--- src/rtl/sign_mag_pkg.sv ---
// Shared types and defaults for the serial two's-complement to sign-magnitude converter.
package sign_mag_pkg;

  typedef enum logic [1:0] {
    IDLE  = 2'd0,
    SHIFT = 2'd1,
    DONE  = 2'd2
  } state_t;

  localparam int unsigned DefaultWidth = 4;

endpackage

--- src/rtl/serial_negate_cell.sv ---
// One bit-slice of serial negation: copy bits through the first one, invert the rest.
// Holds the seen_one flag that marks whether a one has already passed.
module serial_negate_cell (
  input  logic clk,
  input  logic rst,
  input  logic clear_i,
  input  logic en_i,
  input  logic b_i,
  input  logic sign_i,
  output logic out_bit_o,
  output logic seen_one_o
);

  logic seen_one_q, seen_one_d;

  always_comb begin
    out_bit_o  = sign_i ? (b_i ^ seen_one_q) : b_i;
    seen_one_d = seen_one_q;
    if (clear_i) begin
      seen_one_d = 1'b0;
    end else if (en_i) begin
      seen_one_d = seen_one_q | b_i;
    end
  end

  always_ff @(posedge clk or posedge rst) begin
    if (rst) begin
      seen_one_q <= 1'b0;
    end else begin
      seen_one_q <= seen_one_d;
    end
  end

  assign seen_one_o = seen_one_q;

endmodule

--- src/rtl/sign_mag_recover.sv ---
// Serial converter from a W-bit two's-complement result to sign and unsigned magnitude.
// Negative inputs are negated LSB first over W cycles; the result is held until taken.
module sign_mag_recover
  import sign_mag_pkg::*;
#(
  parameter int unsigned W = DefaultWidth
) (
  input  logic         clk,
  input  logic         rst,
  input  logic         in_valid,
  output logic         in_ready,
  input  logic [W-1:0] in_data,
  output logic         out_valid,
  input  logic         out_ready,
  output logic         out_sign,
  output logic [W-1:0] out_mag,
  output logic         busy
);

  localparam int unsigned CntW = $clog2(W);
  localparam logic [CntW-1:0] CntLast = CntW'(W - 1);

  state_t state_q, state_d;

  logic [W-1:0]    sreg_q, sreg_d;
  logic [W-1:0]    mag_q, mag_d;
  logic            sign_q, sign_d;
  logic [CntW-1:0] cnt_q, cnt_d;

  logic accept;
  logic shifting;
  logic last_bit;
  logic out_bit;
  logic seen_one;

  assign accept   = (state_q == IDLE) && in_valid;
  assign shifting = (state_q == SHIFT);
  assign last_bit = (cnt_q == CntLast);

  serial_negate_cell u_cell (
    .clk        (clk),
    .rst        (rst),
    .clear_i    (accept),
    .en_i       (shifting),
    .b_i        (sreg_q[0]),
    .sign_i     (sign_q),
    .out_bit_o  (out_bit),
    .seen_one_o (seen_one)
  );

  // seen_one is consumed inside the cell; exposed only for debug visibility.
  logic unused_seen_one;
  assign unused_seen_one = seen_one;

  // State register
  always_ff @(posedge clk or posedge rst) begin
    if (rst) begin
      state_q <= IDLE;
    end else begin
      state_q <= state_d;
    end
  end

  // Next-state logic
  always_comb begin
    state_d = state_q;
    unique case (state_q)
      IDLE:    if (in_valid) state_d = SHIFT;
      SHIFT:   if (last_bit) state_d = DONE;
      DONE:    if (out_ready) state_d = IDLE;
      default: state_d = IDLE;
    endcase
  end

  // Outputs decoded from state
  always_comb begin
    in_ready  = 1'b0;
    out_valid = 1'b0;
    busy      = 1'b0;
    unique case (state_q)
      IDLE:    in_ready = 1'b1;
      SHIFT:   busy = 1'b1;
      DONE:    out_valid = 1'b1;
      default: in_ready = 1'b0;
    endcase
  end

  // Datapath: magnitude bits enter at the MSB so the LSB-first stream lands in order.
  always_comb begin
    sreg_d = sreg_q;
    mag_d  = mag_q;
    sign_d = sign_q;
    cnt_d  = cnt_q;
    if (accept) begin
      sreg_d = in_data;
      sign_d = in_data[W-1];
      cnt_d  = '0;
    end else if (shifting) begin
      sreg_d = {1'b0, sreg_q[W-1:1]};
      mag_d  = {out_bit, mag_q[W-1:1]};
      cnt_d  = last_bit ? '0 : cnt_q + 1'b1;
    end
  end

  always_ff @(posedge clk or posedge rst) begin
    if (rst) begin
      sreg_q <= '0;
      mag_q  <= '0;
      sign_q <= 1'b0;
      cnt_q  <= '0;
    end else begin
      sreg_q <= sreg_d;
      mag_q  <= mag_d;
      sign_q <= sign_d;
      cnt_q  <= cnt_d;
    end
  end

  assign out_sign = sign_q;
  assign out_mag  = mag_q;

endmodule
--- config.mk ---
export PLATFORM = sky130hd
export DESIGN_NAME = sign_mag_recover
export DESIGN_NICKNAME = d
export VERILOG_FILES = /design/src/rtl/sign_mag_pkg.sv /design/src/rtl/serial_negate_cell.sv /design/src/rtl/sign_mag_recover.sv
export SDC_FILE = /design/constraint.sdc
export NUM_CORES = 1
export LEC_CHECK = 0
export CAP_MARGIN = 20
export CORE_MARGIN = 4
export CORE_UTILIZATION = 47
export DETAILED_ROUTE_END_ITERATION = 10
export PLACE_DENSITY = 0.73
export REMOVE_ABC_BUFFERS = 1
export SLEW_MARGIN = 0
export SYNTH_ARGS = -nofsm -noshare
export SYNTH_HDL_FRONTEND = slang
export SYNTH_SLANG_ARGS = --single-unit
--- constraint.sdc ---
create_clock -name clk -period 1.8 [get_ports clk]
set_input_delay 0.54 -clock clk [delete_from_list [all_inputs] [get_ports clk]]
set_output_delay 0.54 -clock clk [all_outputs]
set_load 0.005 [all_outputs]
After elaboration in Yosys (flattened, before gate mapping)
Cells that the tools add are included.
{"block": "classes", "n_eq_ne": 6, "reduce_logical": 5, "bitwise": 3, "addsub": 1, "mux": 15}
{"operator": "$mux W2", "count": 6}
{"operator": "$mux W4", "count": 2}
{"operator": "$mux W1", "count": 6}
{"operator": "$pmux W2 S3", "count": 1}
{"operator": "$eq A2 B2 Y1 const B", "count": 2}
{"operator": "$ne A2 B2 Y1 const B", "count": 2}
{"operator": "$reduce_and A3 Y1", "count": 1}
{"operator": "$add A2 B1 Y2 const B", "count": 1}
{"operator": "$eq A2 B1 Y1 const B", "count": 1}
{"operator": "$logic_not A2 Y1", "count": 1}
{"operator": "$ne A2 B1 Y1 const B", "count": 1}
{"operator": "$reduce_and A2 Y1", "count": 1}
{"operator": "$reduce_bool A2 Y1", "count": 1}
{"operator": "$logic_and A1 B1 Y1", "count": 1}
{"operator": "$not A1 Y1", "count": 1}
{"operator": "$or A1 B1 Y1", "count": 1}
{"operator": "$xor A1 B1 Y1", "count": 1}
{"block": "word_totals", "regBits": 14, "out_inout_bits": 8, "inputBits": 8, "wordCells": 36}

Logic depth before layout (Yosys ltp)
{"block": "depth", "word_depth": 4, "ltp_mapped": 4, "depth_no_buf": 4}

By module
From an unflattened synthesis, not the netlist that was laid out.
{"block": "unflattened", "cells_unflattened": 68, "hier_area_um2": 685.7}
{"mod": "sign_mag_recover", "seq_area_each_um2": 325.3, "cells_per_inst": 59, "n_inst": 1, "area_per_inst_um2": 611.8}
{"mod": "serial_negate_cell", "seq_area_each_um2": 25.0, "cells_per_inst": 9, "n_inst": 1, "area_per_inst_um2": 73.8}

Worst setup path before layout
Ideal clock, no wire load.
{"block": "synth_timing", "path_kind": "reg-to-reg", "start": "register sreg_q[0]", "end": "register mag_q[3], in the netlist out_mag[3]", "setup_ps": 127, "stages_incl_launch_ff": 5, "path_slack_ps": 507, "arrival_time_ps": 1166, "period_less_slack_ps": 1293, "path_buffers": 0, "t_required_ps": 1673, "path_cell_list": "dfrtp_1 > inv_1 > ha_1 > mux2_2 > mux2_1"}
{"block": "synth_via", "elab_chain_len": 2}
{"item": "start, declared", "line": "sign_mag_recover.sv:25", "rtl": "logic [W-1:0] sreg_q, sreg_d;"}
{"item": "start signal, assigned", "line": "sign_mag_recover.sv:112", "rtl": "sreg_q <= sreg_d;"}
{"item": "$xor A1 B1 Y1", "line": "serial_negate_cell.sv:17", "rtl": "out_bit_o = sign_i ? (b_i ^ seen_one_q) : b_i;"}
{"item": "$mux W1 (*)", "line": "serial_negate_cell.sv:17"}
{"item": "end signal, assigned", "line": "sign_mag_recover.sv:113", "rtl": "mag_q <= mag_d;"}
{"item": "end, declared", "line": "sign_mag_recover.sv:26", "rtl": "logic [W-1:0] mag_q, mag_d;"}
Every way passes the cells marked *; elsewhere a longest branch is shown, timed or not.
A chain may end at the register's enable or synchronous reset.

Final worst setup path
{"block": "layout_timing", "start": "register state_q[1]", "end": "output port in_ready"}
{"block": "layout_via", "elab_chain_len": 2}
{"item": "start, declared", "line": "sign_mag_recover.sv:23", "rtl": "state_t state_q, state_d;"}
{"item": "start signal, assigned", "line": "sign_mag_recover.sv:60", "rtl": "state_q <= state_d;"}
{"item": "$logic_not A2 Y1", "line": "sign_mag_recover.sv:80", "rtl": "unique case (state_q)"}
{"item": "$mux W1", "line": "sign_mag_recover.sv:80"}
{"item": "end, declared", "line": "sign_mag_recover.sv:11", "rtl": "output logic in_ready,"}
Every way passes these cells.

==> reports/qor.csv <==
metric;value;unit
antenna cell count;0;
DR WL/cell;13.0;µm
CP cell instances;buf_4 > nor2_2 > dlygate4sd2_1;
antenna violations before repair;0;
Reg clk slew, reported paths;0.09;ns
CTS tree;built;
FMAX;0.579;GHz
vias in the first global route;527;
uppermost layer routed;met3;
GP Congestion;0.699;
start point of the worst hold path;out_mag[0];
Setup CP Type;flop to output port;
Die Span Y;46.9;µm
Layout Nets;94;
cts hold-fix bufs;0;
CTS buffer count;3;
WP data arrival;1.19;ns
met2 wire len;559;µm
worst reg2reg path depth;5;
crit path capture type;output port;
Via density;5.22;
xor/xnor share of the synthesized area;0;%
Starting Density;52.0;%
Crit-path slowest cell;dfrtp_2;
type of the tightest min-delay check;flop to flop;
Async S/R FF share, synth;100;%
Mapped Avg Cell Area;12.3;µm²
DP HPWL;915;µm
I/O pins;16;
via count;512;
register area share after synthesis;49.3;%
first-pass GRT wire length;2.26;mm
max_slew headroom;65.0;%
post-synth cell types;24;
Syn-to-layout area delta;34.3;%
Sum Neg Setup Slack;0;ns
number of synthesized flops with an enable pin;0;
final hold violation count;0;
synthesis warning total;0;
result of the run;completed;
largest net degree at the start of global routing;15;
Total Routing Usage GR;14.5;%
H-tree level count;1;
layout cells sized above 1;26.5;%
DRT Wirelength;1.28;mm
CP peak stage delay;0.41;ns
WHS Path Cells;1;
max_cap viols;0;
final setup fails;0;
Tmin final;1.73;ns
die area;2200;µm²
Worst R2R End;sreg_q[0];
Worst Tran Pin Value;0.524;ns
hold endpoint;out_mag[0];
Setup crit start kind;flop;
Die X;46.9;µm
drt initial violations;12;
RSZ-0062 raised after global routing;false;
IO Port Bufs;15;
GRT overflow;0;
post-synthesis register bit count;14;
maximum vdd drop;0.888;mV
Synth Area in Compound Gates;15.8;%
clock tree buffer depth;2;
post-synthesis mux area share;7.92;%
final non-filler cell total;98;
routed wl met3;58;µm
critical path fanouts, max;3;
power consumption;0.00167;W
synthesized-area fraction occupied by adder cells;3.52;%
Power Density;1750;nW/µm²
standard-cell rows;13;
Post-Syn Area;711;µm²
largest family of logic cells by synthesized area;compound AO/OA/AOI/OAI gates;
Worst R2R Start;state_q[1];
leakage power;0.440;nW
fin crit share;95.9;%
Syn Inst Count;58;
clk_skew;0.00330;ns
DRT met1 WL;659;µm
drt first pass iters;4;
clock latency on the worst-skew pair;0.28;ns
Root Driver;clkbuf_4;
Fill cells;105;
dpl cells;89;
WP data required;1.26;ns
Routed Antenna Nets;0;
Pins Over Slew Limit;0;
DRC violations left;0;
internal reg-to-reg setup slack;0.39;ns
CTS sink cnt;14;
Core ar.;1370;µm²
Synth Area in Simple Gates;14.4;%
Primary FF master, synth;dfrtp_1;
## cell usage after synthesis, types with 2 or more instances
cell | n | area (µm²)
dfrtp_1 | 14 | 350
inv_1 | 9 | 33.8
a22o_1 | 4 | 35.0
mux2_1 | 4 | 45.0
nor2_1 | 3 | 11.3
a221oi_2 | 2 | 30.0
buf_6 | 2 | 22.5
ha_1 | 2 | 25.0
nand2b_1 | 2 | 12.5
nor2b_1 | 2 | 12.5
## routing by layer
metal  global-route usage, %  vias to the layer above
met4                    4.97                        0
met5                       0                        -
met1                    19.0                      248
met3                    3.45                        0
met2                    23.3                       11
li1                        -                      253
## where the power goes
group          leakage, nW  switching, W  internal (W)
logic                0.253      0.000361      0.000521
registers            0.166     0.0000858      0.000472
clock network       0.0210      0.000105      0.000123
## logic make-up (layout without fill, tap and decap cells)
logic type | count (synthesis) | count (layout)
flops | 14 | 14
simple gates | 14 | 14
buf+inv | 12 | 37
compound gates | 11 | 11
mux | 5 | 5
fa+ha+maj | 2 | 2
## worst max-delay path, delay by kind of cell (launching register included)
family | cells | cell delay (ns)
flip-flops | 1 | 0.41
AND/OR/NAND/NOR | 1 | 0.11
buffers and inverters | 2 | 0.39
## layout by cell type, fill, tap and decap left out, types with 2 or more instances in the layout
master	count
dfrtp_1	13
buf_4	9
clkbuf_4	3
ha_1	2
a22o_1	4
a221oi_2	2
dlygate4sd2_1	2
clkdlybuf4s50_1	12
mux2_1	4
nor2_1	3
nand2b_1	2
inv_1	9
## final cells by class
class / count / area [µm²] / share of cell area [%]
clock buffer: 4 / 36.3 / 3.80
inverter: 9 / 33.8 / 3.54
multi-input combinational: 32 / 299 / 31.3
sequential: 14 / 352 / 36.8
tap: 15 / 18.8 / 1.97
timing repair buffer: 24 / 215 / 22.5
## registers in the layout (all words and copies together) (netlist names)
register,cells
out_mag,4
sreg_q,4
cnt_q,2
state_q,2
out_sign,1
u_cell.seen_one_o,1
## through the flow
| step | hold WS, ns | utilization [%] | cell area, µm² | setup WS, ns |
|---|---|---|---|---|
| after floorplan | 0.429 | - | 681 | 0.362 |
| after global placement | 0.468 | 64.4 | 880 | 0.0919 |
| after detailed placement | 0.478 | 64.4 | 880 | 0.0722 |
| after CTS | 0.499 | 69.0 | 943 | 0.0144 |
| after global routing | 0.525 | 69.9 | 955 | 0.0110 |
| final | 0.492 | 69.9 | 955 | 0.0729 |
## repair_timing
action                     CTS  global route
hold endpoints to repair     0             0
resized for setup            4             2
buffers inserted             4             1
setup endpoints to repair    3             2
## worst max-delay path by stage
stage / start / to / slack, ns
floorplan: state_q[0] / busy / 0.36
global placement: state_q[1] / out_valid / 0.09
detailed placement: in_valid / sreg_q[1] / 0.07
CTS: state_q[1] / out_valid / 0.01
global route: state_q[1] / in_ready / 0.01
finish: state_q[1] / in_ready / 0.07
Power figures use the tool's default switching activity.
